**config.mk**
```make
export PLATFORM = sky130hd
export DESIGN_NAME = lfsr_param_flat
export DESIGN_NICKNAME = d
export VERILOG_FILES = /design/src/rtl/lfsr_param_if.sv /design/src/rtl/lfsr_param.sv /design/src/flat_wrapper.sv
export SDC_FILE = /design/constraint.sdc
export NUM_CORES = 1
export LEC_CHECK = 0
export CAP_MARGIN = 20
export CORE_ASPECT_RATIO = 1.5
export CORE_UTILIZATION = 38
export CTS_CLUSTER_SIZE = 25
export DETAILED_ROUTE_END_ITERATION = 8
export PLACE_DENSITY = 0.85
export SLEW_MARGIN = 10
export SYNTH_ARGS = -nofsm -noshare
export SYNTH_HDL_FRONTEND = slang
export SYNTH_SLANG_ARGS = --single-unit
```
**constraint.sdc**
```tcl
create_clock -name clk -period 1.5 [get_ports clk]
set_input_delay 0.3 -clock clk [delete_from_list [all_inputs] [get_ports clk]]
set_output_delay 0.3 -clock clk [all_outputs]
set_load 0.02 [all_outputs]
```
**src/rtl/lfsr_param_if.sv**
```systemverilog
// Seed-load handshake and status bundle for lfsr_param.
// master drives the advance request and seed offer; slave is the generator.
interface lfsr_param_if #(
  parameter int WIDTH = 16,
  parameter int CNT_W = 32
);
  logic             en;
  logic [WIDTH-1:0] seed;
  logic             seed_valid;
  logic             seed_ready;
  logic [WIDTH-1:0] lfsr_out;
  logic             out_valid;
  logic             seed_err;
  logic             lockup;
  logic             period_done;
  logic [CNT_W-1:0] step_cnt;

  modport master (
    output en, seed, seed_valid,
    input  seed_ready, lfsr_out, out_valid, seed_err, lockup, period_done, step_cnt
  );

  modport slave (
    input  en, seed, seed_valid,
    output seed_ready, lfsr_out, out_valid, seed_err, lockup, period_done, step_cnt
  );
endinterface

```
**src/rtl/lfsr_param.sv**
```systemverilog
// Parametrised Galois/Fibonacci LFSR with seed handshake, multi-step advance and lock-up recovery.
// Optional macro LFSR_PERIOD_CHECK_EN adds the seed reference, step counter and period_done.
module lfsr_param #(
  parameter int               WIDTH         = 16,
  parameter logic [WIDTH-1:0] TAPS          = 16'hB400,
  parameter int               GALOIS        = 1,
  parameter int               STEPS_PER_CLK = 1,
  parameter logic [WIDTH-1:0] DEFAULT_SEED  = {{(WIDTH-1){1'b0}}, 1'b1},
  parameter int               CNT_W         = 32
) (
  input  logic          clk,
  input  logic          resetn,
  lfsr_param_if.slave   bus
);

  typedef enum logic {ST_IDLE, ST_RUN} state_e;

  state_e           state_q, state_d;
  logic [WIDTH-1:0] lfsr_q, lfsr_d;
  logic             out_valid_q, out_valid_d;
  logic             seed_ready_q, seed_ready_d;
  logic             seed_err_q, seed_err_d;
  logic             lockup_q, lockup_d;

  logic [WIDTH-1:0] adv_val;
  logic [WIDTH-1:0] load_value;
  logic             seed_fire;
  logic             do_load, do_adv, do_lock;

  function automatic logic [WIDTH-1:0] lfsr_step(input logic [WIDTH-1:0] s);
    logic [WIDTH-1:0] n;
    if (GALOIS != 0) n = (s >> 1) ^ (s[0] ? TAPS : '0);
    else             n = {s[WIDTH-2:0], ^(s & TAPS)};
    return n;
  endfunction

  // All steps of one cycle are chained; a zero anywhere stays zero, so only the end needs checking.
  always_comb begin
    adv_val = lfsr_q;
    for (int i = 0; i < STEPS_PER_CLK; i++) adv_val = lfsr_step(adv_val);
  end

  assign seed_fire = bus.seed_valid & seed_ready_q;

  // NOTE: every always_comb output gets a default first so no path leaves it unassigned (no latch).
  always_comb begin
    state_d      = state_q;
    lfsr_d       = lfsr_q;
    out_valid_d  = (state_q == ST_RUN);
    seed_ready_d = 1'b1;
    seed_err_d   = 1'b0;
    lockup_d     = 1'b0;
    do_load      = 1'b0;
    do_adv       = 1'b0;
    do_lock      = 1'b0;
    load_value   = (bus.seed == '0) ? DEFAULT_SEED : bus.seed;

    if (seed_fire) begin
      lfsr_d      = load_value;
      state_d     = ST_RUN;
      out_valid_d = 1'b1;
      seed_err_d  = (bus.seed == '0);
      do_load     = 1'b1;
    end else if (state_q == ST_IDLE) begin
      if (bus.en) begin
        load_value  = DEFAULT_SEED;
        lfsr_d      = DEFAULT_SEED;
        state_d     = ST_RUN;
        out_valid_d = 1'b1;
        do_load     = 1'b1;
      end
    end else if (bus.en) begin
      if (adv_val == '0) begin
        lfsr_d   = DEFAULT_SEED;
        lockup_d = 1'b1;
        do_lock  = 1'b1;
      end else begin
        lfsr_d = adv_val;
        do_adv = 1'b1;
      end
    end
  end

  // NOTE: sequential state uses non-blocking assignments so all flops update from pre-edge values.
  always_ff @(posedge clk or negedge resetn) begin
    if (!resetn) begin
      state_q      <= ST_IDLE;
      lfsr_q       <= DEFAULT_SEED;
      out_valid_q  <= 1'b0;
      seed_ready_q <= 1'b1;
      seed_err_q   <= 1'b0;
      lockup_q     <= 1'b0;
    end else begin
      state_q      <= state_d;
      lfsr_q       <= lfsr_d;
      out_valid_q  <= out_valid_d;
      seed_ready_q <= seed_ready_d;
      seed_err_q   <= seed_err_d;
      lockup_q     <= lockup_d;
    end
  end

  assign bus.lfsr_out   = lfsr_q;
  assign bus.out_valid  = out_valid_q;
  assign bus.seed_ready = seed_ready_q;
  assign bus.seed_err   = seed_err_q;
  assign bus.lockup     = lockup_q;

`ifdef LFSR_PERIOD_CHECK_EN
  logic [WIDTH-1:0] seed_ref_q, seed_ref_d;
  logic [CNT_W-1:0] step_cnt_q, step_cnt_d;
  logic             period_done_q, period_done_d;
  logic [CNT_W:0]   cnt_sum;

  always_comb begin
    cnt_sum       = {1'b0, step_cnt_q} + (CNT_W+1)'(STEPS_PER_CLK);
    seed_ref_d    = seed_ref_q;
    step_cnt_d    = step_cnt_q;
    period_done_d = 1'b0;
    if (do_load) begin
      seed_ref_d = load_value;
      step_cnt_d = '0;
    end else if (do_lock) begin
      seed_ref_d = DEFAULT_SEED;
      step_cnt_d = '0;
    end else if (do_adv) begin
      // Counter saturates rather than wrapping; it is not cleared when the period completes.
      step_cnt_d    = cnt_sum[CNT_W] ? '1 : cnt_sum[CNT_W-1:0];
      period_done_d = (adv_val == seed_ref_q);
    end
  end

  always_ff @(posedge clk or negedge resetn) begin
    if (!resetn) begin
      seed_ref_q    <= DEFAULT_SEED;
      step_cnt_q    <= '0;
      period_done_q <= 1'b0;
    end else begin
      seed_ref_q    <= seed_ref_d;
      step_cnt_q    <= step_cnt_d;
      period_done_q <= period_done_d;
    end
  end

  assign bus.step_cnt    = step_cnt_q;
  assign bus.period_done = period_done_q;
`else
  logic unused_period;
  assign unused_period   = ^{load_value, do_load, do_adv, do_lock};
  assign bus.step_cnt    = '0;
  assign bus.period_done = 1'b0;
`endif

endmodule

```
**src/flat_wrapper.sv**
```systemverilog
// flat-port wrapper written by rule: the top's interface ports become plain ports
module lfsr_param_flat 
#(
  parameter int               WIDTH         = 16,
  parameter logic [WIDTH-1:0] TAPS          = 16'hB400,
  parameter int               GALOIS        = 1,
  parameter int               STEPS_PER_CLK = 1,
  parameter logic [WIDTH-1:0] DEFAULT_SEED  = {{(WIDTH-1){1'b0}}, 1'b1},
  parameter int               CNT_W         = 32
)
  (clk, resetn, bus_en, bus_seed, bus_seed_valid, bus_seed_ready, bus_lfsr_out, bus_out_valid, bus_seed_err, bus_lockup, bus_period_done, bus_step_cnt);
  lfsr_param_if #(.WIDTH(WIDTH), .CNT_W(CNT_W)) bus_i ();
  input  logic clk;
  input  logic resetn;
  input wire logic [$bits(bus_i.en)-1:0] bus_en;
  input wire logic [$bits(bus_i.seed)-1:0] bus_seed;
  input wire logic [$bits(bus_i.seed_valid)-1:0] bus_seed_valid;
  output wire logic [$bits(bus_i.seed_ready)-1:0] bus_seed_ready;
  output wire logic [$bits(bus_i.lfsr_out)-1:0] bus_lfsr_out;
  output wire logic [$bits(bus_i.out_valid)-1:0] bus_out_valid;
  output wire logic [$bits(bus_i.seed_err)-1:0] bus_seed_err;
  output wire logic [$bits(bus_i.lockup)-1:0] bus_lockup;
  output wire logic [$bits(bus_i.period_done)-1:0] bus_period_done;
  output wire logic [$bits(bus_i.step_cnt)-1:0] bus_step_cnt;
  assign bus_i.en = bus_en;
  assign bus_i.seed = bus_seed;
  assign bus_i.seed_valid = bus_seed_valid;
  assign bus_seed_ready = bus_i.seed_ready;
  assign bus_lfsr_out = bus_i.lfsr_out;
  assign bus_out_valid = bus_i.out_valid;
  assign bus_seed_err = bus_i.seed_err;
  assign bus_lockup = bus_i.lockup;
  assign bus_period_done = bus_i.period_done;
  assign bus_step_cnt = bus_i.step_cnt;
  lfsr_param #(.WIDTH(WIDTH), .TAPS(TAPS), .GALOIS(GALOIS), .STEPS_PER_CLK(STEPS_PER_CLK), .DEFAULT_SEED(DEFAULT_SEED), .CNT_W(CNT_W)) u_core (.clk(clk), .resetn(resetn), .bus(bus_i));
endmodule
```
Word level (Yosys, flattened, before mapping) --
Cells that the tools add are included.
Storage, ports and cells: bits in registers 19, bits of input ports 20, output and inout port bits 53, word-level logic and storage cells 23
Operators by class: mux-type cells 15, bitwise operators 1, reduce and logical (&&, ||, !) cells 3
Operator list (number):
- $mux 16 | 7
- $logic_not 16->1 | 2
- $xor 15x16->16 | 1
- $mux 1 | 8
- $reduce_bool 2->1 | 1

Depth between registers and ports, before layout --
Gate-level depths: netlist of run 1.
depth after elaboration 7, gate-level depth with buffers 5, gate-level depth less buffers 4

Worst setup path after synthesis of run 1 --
No wires, ideal clock.
path kind reg-to-reg, from reg u_core.lfsr_q[13] (netlist: u_core.bus.lfsr_out[13]), to reg u_core.lfsr_q[0] (netlist: u_core.bus.lfsr_out[0]), setup time 60 ps, arrival time 1255 ps, data required time 1440 ps, slack 184 ps, stages on the path, launching flop included 5, path buffers 0, clock period less this slack 1316 ps, cells stage by stage dfrtp_1 nor4_2 nand4_1 a311oi_1 a2111o_1
Between the ends: cells in the longest elaborated chain, start to end 6
RTL lines:
- start: declaration | line lfsr_param.sv:19 | logic [WIDTH-1:0] lfsr_q, lfsr_d;
- start signal: assignment | line lfsr_param.sv:95 | lfsr_q <= lfsr_d;
- $xor 15x16->16 | line lfsr_param.sv:32 | if (GALOIS != 0) n = (s >> 1) ^ (s[0] ? TAPS : '0);
- $logic_not 16->1 | line lfsr_param.sv:73 | if (adv_val == '0) begin
- $mux 16 | line lfsr_param.sv:73
- $mux 16 | line lfsr_param.sv:72 | end else if (bus.en) begin
- $mux 16 | line lfsr_param.sv:64 | end else if (state_q == ST_IDLE) begin
- $mux 16 | line lfsr_param.sv:58 | if (seed_fire) begin
No other way between the ends. The select of a mux whose other input is x is not followed. A chain may end at the register's enable or synchronous reset.

Worst setup path in the final report of run 1 --
from reg u_core.lfsr_q[0] (netlist: u_core.bus.lfsr_out[0]), to out bus_lfsr_out[0]
RTL lines:
- end: declaration | line flat_wrapper.sv:19 | output wire logic [$bits(bus_i.lfsr_out)-1:0] bus_lfsr_out;
No word-level cell between the ends.

==> results of run 1 <==
layer usage:
| layer | part of all wire [%] | global-route usage [%] | up-vias |
|---|---|---|---|
| li1 | - | - | 503 |
| met1 | 38 | 20.6 | 517 |
| met2 | 52 | 30.6 | 57 |
| met3 | 6.5 | 2.31 | 8 |
| met4 | 3.1 | 12.7 | 0 |
| met5 | 0 | 0 | - |
cell families (layout without fill, tap and decap cells):
kind of cell	Yosys count	after routing
XOR/XNOR	3	3
AND/OR/NAND/NOR	38	38
buffers and inverters	43	56
other	2	34
multiplexers	3	3
flip-flops	19	19
AO/OA/AOI/OAI	29	29
cell usage in the layout (no fill, tap or decap), types with 2 or more instances in the layout:
cell type | netlist | layout
conb_1 | 2 | 34
clkdlybuf4s50_1 | 0 | 19
dlygate4sd2_1 | 0 | 18
dfrtp_1 | 18 | 18
a21oi_1 | 13 | 13
nand2_1 | 12 | 12
buf_4 | 34 | 11
and3_1 | 10 | 10
o21ai_0 | 10 | 10
nor4_2 | 2 | 5
xnor2_1 | 3 | 3
o2bb2ai_1 | 3 | 3
mux2_2 | 3 | 3
clkbuf_8 | 0 | 3
nand4_1 | 2 | 2
nor4_1 | 5 | 2
cell type report:
cell class,instances,area [um^2],area share [%]
multi-input cells,107,618,37.2
flip-flops and latches,19,477,28.7
repair buffers,50,463,27.8
well taps,40,50.0,3.01
clock buffers,4,45.0,2.71
inverters,2,10.0,0.602
power groups by stage:
stage	logic, mW	clock network, mW	registers [mW]
global route	0.481	0.383	0.626
finish	0.441	0.360	0.616
floorplan	0.273	0	0.673
global placement	0.465	0	0.622
CTS	0.439	0.362	0.613
detailed placement	0.470	0	0.623
sequential cells by signal, indices dropped and copies added, names as in the netlist:
register             flops
u_core.bus.lfsr_out     16
u_core.bus.seed_err      1
u_core.state_q           1
u_core.bus.lockup        1
how the worst max path moves through the flow:
stage,to,slack (ns),cells after the start
floorplan,u_core.bus.lfsr_out[0],0.18,4
finish,bus_lfsr_out[0],0.08,1
CTS,bus_lockup,0.01,1
global placement,u_core.bus.lfsr_out[0],-0.16,5
global route,u_core.bus.lfsr_out[0],0.002,4
detailed placement,u_core.bus.lfsr_out[0],-0.20,5
stage by stage:
stage / utilization [%] / hold WS (ns) / setup slack [ns] / total power [mW] / setup TNS (ns)
after floorplan: - / 0.00441 / 0.184 / 0.946 / 0
after global placement: 51.0 / 0.565 / -0.163 / 1.09 / -0.413
after detailed placement: 51.0 / 0.573 / -0.200 / 1.09 / -0.505
after CTS: 51.8 / 0.397 / 0.0126 / 1.41 / 0
after global routing: 52.6 / 0.414 / 0.00231 / 1.49 / 0
final: 52.6 / 0.385 / 0.0757 / 1.42 / 0
==> flow_summary.toml, run 1 <==
[run_status]
outcome = "finished, final reports clean"

[yosys]
ys_top_cells_by_area = "dfrtp_1, buf_4, a21oi_1, and3_1, o21ai_0"
yosysMostFrequentCell = "buf_4"
ys_seq_elements = 19
synth_top_area_share_pct = 35.7
synth_area_leader_cell = "dfrtp_1"
async_flop_share_pct = 100
synth.mux.area_fraction_pct = 2.68
syn_area_mm2 = 0.00126
synth_cell_types = 30
synth_seq_area_share_pct = 37.8
postSynthAreaPerCell_um2 = 9.20
yosys.area_share.simple_pct = 19.0
synth-compound-area-share_pct = 13.2
ys_warn_count = 0
synthCells = 137
synth-xor-area-share_pct = 2.09
synth_top_family_by_area = "buffers and inverters"
synth-edff-count = 0
synth_commonest_cells = "buf_4, dfrtp_1, a21oi_1"
synth_ff_type = "dfrtp_1"
synthAdderAreaFrac_pct = 0

[timing]
finalSetupViolations = 0
slew_viol_final = 0
fin_crit_sh_pct = 95.0
max_freq_ghz = 0.702
skew_ns = 0.00158
hold_viol_final = 0
rsz0062_at_grt = "no"
period_minus_slack_ns = 1.42

[min_path]
hold_path.class = "in2async"

[power]
p_int_mw = 0.934
peakVddDrop_mv = 0.459
leakage_nw = 0.800
powerDensity_mw_per_mm2 = 852
seqPwrFrac_pct = 43.4
p_sw_share_pct = 34.1
power_switching_mw = 0.484
clkPwrFrac_pct = 25.4
combPwrFrac_pct = 31.1

[global_route]
gr-usage-all-layers_pct = 17.9
antenna_found_initial = 0
grt_max_degree = 20
grt_pass1_vias = 1054
gr-total-overflow = 0
grt_first_pass_wirelength_um = 4890

[worst_setup_path]
cp_slowest_stage_delay_ns = 0.54
cp-end-kind = "primary output"
crit_chain = "dlygate4sd2_1"
crit_arrival_ns = 1.12
startpoint = "u_core.bus.lfsr_out[0]"
critPathRequiredTime_ns = 1.20
critPathKind = "reg2out"
crit_family = "flip-flops"
cp-start-kind = "register"
cp_slowest_cell = "dfstp_2"
r2r_setup_slack_ns = 0.12
cp_num_buf_inv = 1
worstRegToRegCells = 4
worst_r2r_startpoint = "u_core.bus.lfsr_out[4]"
r2r_end = "u_core.bus.lfsr_out[0]"
critPathMaxFanout = 2

[placement]
place_hpwl_um = 2160
placed_area_mm2 = 0.00161
routabilityCongestion = 0.858
placed_cells = 218
io_buffers = 38

[detailed_routing]
avgViaCountPerCell = 4.89
drt_iter0_drc = 13
drt_wl_total_um = 2800
vias = 1085
drc = 0
ant_nets = 0
routedWlPerCell_um = 12.6
firstDrtPassIters = 4

[cells_and_area]
stdcell_count = 222
antennaDiodeCount = 0
fin_area_mm2 = 0.00166
drive_above_1_share_pct = 15.4
fill_cells = 314
syn_to_final_growth_pct = 32.0
nets = 203

[clocking]
post_cts_buffers = 0
cts_sinks = 19
clock_latency_ns = 0.26
post_cts_resized = 18
cts_max_path_buffers = 2
root_buffer = "clkbuf_8"
hold_buffers = 0
htree_levels = 1
cts_tree = "done"
clkTransAtPathRegs_ns = 0.07
cts_made_buffers = 3

[floorplanning]
rows = 25
boundaryPins = 73
dieArea_mm2 = 0.00355
die_w_um = 49.0
core_mm2 = 0.00316
die_h_um = 72.5
initial_core_util_pct = 39.9

[flow_run]
cap_violations = 0
Power figures use the tool's default switching activity.
==> inputs of run 2 (changes only) <==
--- a/config.mk
+++ b/config.mk
@@ -5,7 +5,7 @@
 export SDC_FILE = /design/constraint.sdc
 export NUM_CORES = 1
 export LEC_CHECK = 0
-export CAP_MARGIN = 20
+export CAP_MARGIN = 30
 export CORE_ASPECT_RATIO = 1.5
 export CORE_UTILIZATION = 38
 export CTS_CLUSTER_SIZE = 25
==> results of run 2 <==
Same layout as run 1: the final DEF is identical, and so are final timing and power.
==> inputs of run 3 (changes only) <==
--- a/config.mk
+++ b/config.mk
@@ -7,10 +7,11 @@
 export LEC_CHECK = 0
 export CAP_MARGIN = 30
 export CORE_ASPECT_RATIO = 1.5
-export CORE_UTILIZATION = 38
+export CORE_UTILIZATION = 39
+export CTS_BUF_LIST = sky130_fd_sc_hd__clkbuf_8
 export CTS_CLUSTER_SIZE = 25
 export DETAILED_ROUTE_END_ITERATION = 8
-export PLACE_DENSITY = 0.85
+export PLACE_DENSITY = 0.87
 export SLEW_MARGIN = 10
 export SYNTH_ARGS = -nofsm -noshare
 export SYNTH_HDL_FRONTEND = slang
==> run 3 against run 2 <==
Effect of this change:
- register-to-register slack got worse by 0.11 ns
- sequential cell count stayed put
- die area is 2.5% lower
- non-clock buffer count rose by 2
- combinational power about the same
- wire length up 2.4%
- critical endpoint is now u_core.bus.lfsr_out[0]
==> flow_summary.toml, run 3 (same netlist as run 1, synthesis figures left out) <==
[timing]
period_minus_slack_ns = 1.49
finalWorstSetupSlack_ns = 0.00790
fin_crit_sh_pct = 99.5
finalSetupViolations = 0
max_freq_ghz = 0.670
slew_viol_final = 0
skew_ns = 0.00214
fin_setup_tns_ns = 0
hold_viol_final = 0

[power]
clkPwrFrac_pct = 25.5
powerDensity_mw_per_mm2 = 852
p_int_mw = 0.926
peakVddDrop_mv = 0.465
power_switching_mw = 0.493
seqPwrFrac_pct = 43.3
combPwrFrac_pct = 31.2
p_sw_share_pct = 34.7
leakage_nw = 0.805
report.power.total_mw = 1.42

[worst_setup_path]
critPathKind = "reg2reg"
critPathMaxFanout = 4
cp_num_buf_inv = 0
cp_slowest_cell = "dfrtp_1"
cp-end-kind = "register"
cp_slowest_stage_delay_ns = 0.44
crit_family = "simple AND/OR/NAND/NOR gates"
cp-start-kind = "register"
crit_arrival_ns = 1.69
crit_chain = "nor4_2, nand4_1, a311oi_1, a2111o_1"
critPathRequiredTime_ns = 1.70

[min_path]
hold_path.class = "in2async"

[floorplanning]
rows = 24
core_mm2 = 0.00300
initial_core_util_pct = 42.0
boundaryPins = 73
dieArea_mm2 = 0.00347
die_h_um = 71.6
die_w_um = 48.4

[placement]
placed_cells = 219
routabilityCongestion = 0.850
place_ws_ns = -0.270
place_hpwl_um = 2130
io_buffers = 38

[cells_and_area]
syn_to_final_growth_pct = 32.2
drive_above_1_share_pct = 16.3
final_cell_mix = "conb_1, clkdlybuf4s50_1, dfrtp_1, dlygate4sd2_1, buf_4"
final_common_cell = "conb_1"
antennaDiodeCount = 0
nets = 205
stdcell_count = 223
final_util_pct = 55.5
largest_reg_flops = 16

[detailed_routing]
drt_wl_total_um = 2870
routedWlPerCell_um = 12.9
avgViaCountPerCell = 4.74
firstDrtPassIters = 4
vias = 1057
ant_nets = 0
drc = 0
drt_iter0_drc = 32

[clocking]
root_buffer = "clkbuf_8"
clkTransAtPathRegs_ns = 0.07
cts_made_buffers = 3
cts_sinks = 19
htree_levels = 1
cts_max_path_buffers = 2
clock_latency_ns = 0.26
cts_tree = "done"

[global_route]
grt_max_degree = 20
gr-total-overflow = 0
grt_pass1_vias = 1042
grt_first_pass_wirelength_um = 4750
gr-usage-all-layers_pct = 17.7
antenna_found_initial = 0

[flow_run]
cap_violations = 0

[run_status]
outcome = "finished, final reports clean"
run 3: through the flow:
| stage | hold slack [ns] | cell area (um^2) |
|---|---|---|
| after floorplan | 0.00441 | 1380 |
| after global placement | 0.566 | 1610 |
| after detailed placement | 0.565 | 1610 |
| after CTS | 0.398 | 1640 |
| after global routing | 0.415 | 1670 |
| final | 0.383 | 1670 |
run 3: repair_timing:
item / 4_1_cts / 5_1_grt
pin swaps: 0 / 0
hold buffers: 0 / 0
endpoints found under the setup margin: 18 / 4
gates resized for setup: 18 / 4
setup buffers: 0 / 0
run 3: per-layer routing:
metal / part of all wire, % / GRT usage, %
met4: 3.1 / 10.5
met3: 6.4 / 1.70
met2: 50 / 31.0
met5: 0 / 0
met1: 41 / 20.9
run 3: power by group through the flow:
stage               clock (mW)  combinational (mW)  sequential [mW]
floorplan                    0               0.273            0.673
global placement             0               0.464            0.621
detailed placement           0               0.469            0.622
CTS                      0.360               0.441            0.611
global route             0.381               0.478            0.622
finish                   0.362               0.443            0.614
run 3: final timing paths:
path / endpoint / startpoint / slack, ns / cells after the start
min reg2reg: u_core.bus.lfsr_out[9] / u_core.bus.lfsr_out[10] / 0.59 / 2
max reg2reg: u_core.bus.lfsr_out[0] / u_core.bus.lfsr_out[14] / 0.008 / 4
min: u_core.bus.lfsr_out[4] / resetn / 0.38 / 2
max: u_core.bus.lfsr_out[0] / u_core.bus.lfsr_out[14] / 0.008 / 4
min in group clk: u_core.bus.lfsr_out[9] / u_core.bus.lfsr_out[10] / 0.59 / 2
max in group asynchronous: u_core.bus.lfsr_out[0] / resetn / 0.85 / 2
run 3: layout make-up:
cell class / instances / area (um^2)
clock inverters: 1 / 3.75
fillers: 297 / 1340
flip-flops and latches: 19 / 477
multi-input cells: 107 / 618
clock buffers: 3 / 41.3
inverters: 2 / 10.0
repair buffers: 52 / 467
well taps: 39 / 48.8
run 3: worst register-to-register path: cells and delay by family (launching register included):
kind               cells  cell delay [ns]
AOI/OAI and AO/OA      2             0.45
DFF                    1             0.44
and+or+nand+nor        2             0.56
